File: config.mk
export PLATFORM = sky130hd
export DESIGN_NAME = alu_req_arbiter
export DESIGN_NICKNAME = d
export VERILOG_FILES = /design/src/rtl/alu_req_arbiter.sv
export SDC_FILE = /design/constraint.sdc
export NUM_CORES = 1
export LEC_CHECK = 0
export ABC_AREA = 0
export BUFFER_PORTS_ARGS = -buffer_cell sky130_fd_sc_hd__buf_2
export CAP_MARGIN = 40
export CORE_MARGIN = 1
export CORE_UTILIZATION = 52
export CTS_CLUSTER_DIAMETER = 80
export DETAILED_ROUTE_END_ITERATION = 7
export GPL_TIMING_DRIVEN = 1
export PLACE_DENSITY_LB_ADDON = 0.12
export SLEW_MARGIN = 20
export SYNTH_ARGS = -nofsm -noshare
export SYNTH_HDL_FRONTEND = slang
export SYNTH_SLANG_ARGS = --single-unit
File: constraint.sdc
create_clock -name clk -period 3.9 [get_ports clk]
set_clock_uncertainty 0.05 [all_clocks]
set_input_delay 0.39 -clock clk [delete_from_list [all_inputs] [get_ports clk]]
set_output_delay 0.39 -clock clk [all_outputs]
set_load 0.01 [all_outputs]
File: src/rtl/alu_req_arbiter.sv
// Two-requester round-robin front end for a shared 4-bit combinational ALU.
// One operation in flight: IDLE accepts, EXEC drives the ALU, RESP holds the result until taken.
module alu_req_arbiter #(
    parameter int DATA_W = 4,
    parameter int CNT_W  = 8
) (
    input  logic              clk,
    input  logic              rst_n,
    input  logic              req0_valid,
    output logic              req0_ready,
    input  logic [2:0]        req0_op,
    input  logic [DATA_W-1:0] req0_x,
    input  logic [DATA_W-1:0] req0_y,
    input  logic              req1_valid,
    output logic              req1_ready,
    input  logic [2:0]        req1_op,
    input  logic [DATA_W-1:0] req1_x,
    input  logic [DATA_W-1:0] req1_y,
    output logic [2:0]        alu_select,
    output logic              alu_in_c,
    output logic [DATA_W-1:0] alu_x,
    output logic [DATA_W-1:0] alu_y,
    input  logic [DATA_W-1:0] alu_out_s,
    input  logic              alu_out_c,
    input  logic              alu_zero,
    input  logic              alu_overflow,
    output logic              rsp_valid,
    input  logic              rsp_ready,
    output logic              rsp_id,
    output logic [DATA_W-1:0] rsp_s,
    output logic              rsp_c,
    output logic              rsp_zero,
    output logic              rsp_overflow,
    output logic              rsp_err,
    output logic [CNT_W-1:0]  done_cnt
);

    typedef enum logic [1:0] {
        S_IDLE = 2'd0,
        S_EXEC = 2'd1,
        S_RESP = 2'd2
    } state_t;

    localparam logic [2:0] OP_ADD = 3'b000;
    localparam logic [2:0] OP_SUB = 3'b001;
    localparam logic [2:0] OP_RSB = 3'b110;
    localparam logic [2:0] OP_BAD = 3'b111;

    state_t              state_q;
    logic                rr_last_q;
    logic [2:0]          op_q;
    logic                id_q;
    logic [2:0]          alu_select_q;
    logic                alu_in_c_q;
    logic [DATA_W-1:0]   alu_x_q;
    logic [DATA_W-1:0]   alu_y_q;
    logic                rsp_valid_q;
    logic                rsp_id_q;
    logic [DATA_W-1:0]   rsp_s_q;
    logic                rsp_c_q;
    logic                rsp_zero_q;
    logic                rsp_overflow_q;
    logic                rsp_err_q;
    logic [CNT_W-1:0]    done_cnt_q;

    logic                grant_valid;
    logic                grant_id;
    logic [2:0]          sel_op;
    logic [DATA_W-1:0]   sel_x;
    logic [DATA_W-1:0]   sel_y;
    logic                rsp_zero_d;

    // On a tie the requester that did not win last time is granted.
    always_comb begin
        grant_valid = req0_valid || req1_valid;
        grant_id    = (req0_valid && req1_valid) ? !rr_last_q : req1_valid;
        sel_op      = grant_id ? req1_op : req0_op;
        sel_x       = grant_id ? req1_x  : req0_x;
        sel_y       = grant_id ? req1_y  : req0_y;
    end

    // The ALU zero flag is only trusted for add/subtract; other ops derive it from the result.
    always_comb begin
        rsp_zero_d = (alu_out_s == '0);
        if (op_q == OP_ADD || op_q == OP_SUB) begin
            rsp_zero_d = alu_zero;
        end
    end

    assign req0_ready = (state_q == S_IDLE) && grant_valid && !grant_id;
    assign req1_ready = (state_q == S_IDLE) && grant_valid &&  grant_id;

    // NOTE: every register here, including the captured response, is cleared by the
    // synchronous reset so a discarded op can never leak stale data after reset.
    always_ff @(posedge clk) begin
        if (!rst_n) begin
            state_q        <= S_IDLE;
            rr_last_q      <= 1'b1;
            op_q           <= '0;
            id_q           <= 1'b0;
            alu_select_q   <= '0;
            alu_in_c_q     <= 1'b0;
            alu_x_q        <= '0;
            alu_y_q        <= '0;
            rsp_valid_q    <= 1'b0;
            rsp_id_q       <= 1'b0;
            rsp_s_q        <= '0;
            rsp_c_q        <= 1'b0;
            rsp_zero_q     <= 1'b0;
            rsp_overflow_q <= 1'b0;
            rsp_err_q      <= 1'b0;
            done_cnt_q     <= '0;
        end else begin
            case (state_q)
                S_IDLE: begin
                    if (grant_valid) begin
                        op_q      <= sel_op;
                        id_q      <= grant_id;
                        rr_last_q <= grant_id;
                        state_q   <= S_EXEC;
                        if (sel_op != OP_BAD) begin
                            alu_select_q <= sel_op;
                            alu_in_c_q   <= (sel_op == OP_SUB) || (sel_op == OP_RSB);
                            alu_x_q      <= sel_x;
                            alu_y_q      <= sel_y;
                        end
                    end
                end
                S_EXEC: begin
                    rsp_id_q     <= id_q;
                    rsp_valid_q  <= 1'b1;
                    alu_select_q <= '0;
                    alu_in_c_q   <= 1'b0;
                    alu_x_q      <= '0;
                    alu_y_q      <= '0;
                    state_q      <= S_RESP;
                    if (op_q == OP_BAD) begin
                        rsp_s_q        <= '0;
                        rsp_c_q        <= 1'b0;
                        rsp_zero_q     <= 1'b1;
                        rsp_overflow_q <= 1'b0;
                        rsp_err_q      <= 1'b1;
                    end else begin
                        rsp_s_q        <= alu_out_s;
                        rsp_c_q        <= alu_out_c;
                        rsp_zero_q     <= rsp_zero_d;
                        rsp_overflow_q <= alu_overflow;
                        rsp_err_q      <= 1'b0;
                    end
                end
                S_RESP: begin
                    if (rsp_ready) begin
                        rsp_valid_q <= 1'b0;
                        state_q     <= S_IDLE;
                        if (done_cnt_q != '1) begin
                            done_cnt_q <= done_cnt_q + CNT_W'(1);
                        end
                    end
                end
                default: state_q <= S_IDLE;
            endcase
        end
    end

    assign alu_select   = alu_select_q;
    assign alu_in_c     = alu_in_c_q;
    assign alu_x        = alu_x_q;
    assign alu_y        = alu_y_q;
    assign rsp_valid    = rsp_valid_q;
    assign rsp_id       = rsp_id_q;
    assign rsp_s        = rsp_s_q;
    assign rsp_c        = rsp_c_q;
    assign rsp_zero     = rsp_zero_q;
    assign rsp_overflow = rsp_overflow_q;
    assign rsp_err      = rsp_err_q;
    assign done_cnt     = done_cnt_q;

endmodule

==> metrics.yaml <==
outcome: "finished, final reports clean"
start_kind: "flip-flop"
drt_iter0_drc: 38
yosys_register_bits: 37
cts.path.max_buffers: 2
syn_inst: 181
whs_ns: 0.191
crit_fanout: 10
critPathSlowestCell: "a21boi_2"
layout-drive-gt1-share: 0.351
ys_warn_count: 0
multiInputGateArea_um2: 901
synth_cell_types: 40
register_area_um2: 741
synth.cell_area_um2: 1700
ioPinCount: 66
synth_top_area_frac: 0.435
drv_slew: 0
cpLargestDelayFamily: "buffers and inverters"
fin_crit_ns: 2.16
fin_crit_sh: 0.553
core-area_um2: 3080
gp_congestion: 0.790
switching_share: 0.284
cts.sinks: 37
seq_area_frac_synth: 0.435
setup_tns_ns: 0
cts_resized: 0
p_leak_nw: 1.02
vias_per_cell: 5.47
power.internal_mw: 0.614
most-common-layout-cells: "buf_2 (65), dfxtp_1 (37), nand2_1 (21), a21oi_1 (13), mux2i_1 (11)"
clk_pin_slew_ns: 0.12
dp_hpwl_mm: 2.56
first_global_vias: 1392
wl_mm: 3.58
nets: 282
crit_chain: "a21boi_2, buf_4, nand2_1, inv_1, buf_2"
post_cts_buffers: 0
seq_power_share: 0.496
dr.pass1.iters: 4
antenna_found_initial: 0
drt-wirelength-per-cell_um: 12.3
worst_path_largest_cell_delay_ns: 0.43
setup_viol: 0
start_util: 0.553
root_buffer: "clkbuf_4"
hold_class: "in -> reg"
fmax_ghz: 0.464
grt_pass1_wl_mm: 5.85
path_depth: 5
p_clk_frac: 0.319
htreeDepth: 2
postSynthAreaPerCell_um2: 9.41
syn-num-nets: 216
peakVddDrop_uv: 257
die_x_um: 59.2
crit_buf_inv: 3
power_frac_comb: 0.184
worst_setup_path_end_kind: "output pin"
area_delta_synth_final_pct: 25.4
power.density_nw_per_um2: 401
tightest_slew_ns: 0.690
vias: 1597
holdPathStages: 2
grt_use_total: 0.219
ant_nets: 0
hold_buffers: 0
die_h_um: 59.2
rsz0062_at_grt: "no"
crit_arrival_ns: 1.72
portBuffers: 65
setup_ws_ns: 1.74
cts_buffers: 5
clk_latency_ns: 0.34
cts_tree: "done"
hold_viol: 0
max_slew_margin: 0.536
yosysTopAreaCell: "dfxtp_1"
drv_cap: 0
drc: 0
r2r_cells: 4
layout_commonest_cell: "buf_2"
overflow: 0
switchingPower_mw: 0.244
synthTopCellsByArea: "dfxtp_1 (43%), mux2i_1 (6.5%), nand2_1 (4.6%)"
dpl_worst_slack_ns: 1.95
die-area_um2: 3510
cp.required_ns: 3.46
grt_max_degree: 25
std_cell_rows: 20
worst-setup-path-type: "reg -> out"
diodes: 0
fillers: 283
## flip-flops by register name, summed over array words and instances, names as in the netlist
signal / flops
rsp_valid: 1
alu_x: 4
rsp_zero: 1
alu_y: 4
op_q: 3
rsp_id: 1
rsp_c: 1
rsp_overflow: 1
rsp_s: 4
rr_last_q: 1
alu_select: 3
rsp_err: 1
state_q: 2
done_cnt: 8
id_q: 1
alu_in_c: 1
## layout make-up
type | instances | share of cell area
multi-input combinational | 131 | 0.422
sequential | 37 | 0.347
timing repair buffer | 66 | 0.156
tap | 44 | 0.0258
clock inverter | 3 | 0.0217
clock buffer | 5 | 0.0176
inverter | 6 | 0.0105
## synth_stat cells (all sizes together)
master / n
clkbuf: 4
nor4: 1
a41o: 1
nand4: 1
a21boi: 4
o22ai: 2
a211oi: 9
a31oi: 3
a2111oi: 2
nor2b: 1
o21ai: 9
and4: 1
nand4b: 1
o211ai: 2
a221oi: 1
mux2: 1
and2: 6
or3b: 2
inv: 6
a21oi: 13
buf: 3
nand3: 10
nand2b: 1
xnor2: 1
nor2: 7
ha: 1
nor3: 1
o211a: 5
dfxtp: 37
nor3b: 1
nand3b: 1
a22o: 6
xor2: 2
o21a: 3
mux2i: 11
nand2: 21
## final timing paths
check / startpoint / endpoint / slack, ns
setup / recovery: rr_last_q$_SDFFE_PN1N_ / req1_ready / 1.74
setup reg to reg: rr_last_q$_SDFFE_PN1N_ / alu_y[3]$_SDFFE_PN0P_ / 2.15
hold / removal: alu_overflow / rsp_overflow$_SDFFE_PN0N_ / 0.19
hold reg to reg: alu_select[0]$_SDFFE_PN0P_ / alu_select[0]$_SDFFE_PN0P_ / 0.42
## metal layers
| layer | up-vias | share of wire | global-route usage |
|---|---|---|---|
| met5 | - | 0 | 0 |
| met4 | 0 | 0.018 | 0.102 |
| met3 | 7 | 0.049 | 0.0480 |
| met2 | 49 | 0.48 | 0.360 |
| met1 | 735 | 0.46 | 0.273 |
| li1 | 806 | - | - |
## metrics by stage
step	total power, mW	area, um^2	util	std cells
3_3_place_gp	0.590	2050	0.667	284
6_report	0.857	2140	0.694	292
5_1_grt	0.900	2140	0.694	292
4_1_cts	0.863	2140	0.694	292
2_1_floorplan	0.535	1700	-	181
3_5_place_dp	0.592	2050	0.667	284
## power by group through the flow
stage / logic (mW) / registers, mW / clock network [mW]
6_report: 0.158 / 0.425 / 0.274
5_1_grt: 0.174 / 0.430 / 0.296
4_1_cts: 0.159 / 0.426 / 0.278
3_5_place_dp: 0.158 / 0.434 / 0
3_3_place_gp: 0.156 / 0.434 / 0
2_1_floorplan: 0.0940 / 0.441 / 0
## kinds of logic after synthesis
kind of cell	after synthesis	synth area share
buffers and inverters	13	0.0382
AOI/OAI and AO/OA	60	0.269
and+or+nand+nor	55	0.162
muxes	12	0.0735
xor gates and xnor gates	3	0.0154
adders and majority gates	1	0.00735
DFF	37	0.435
No activity file was read; power rests on OpenSTA's default activity.
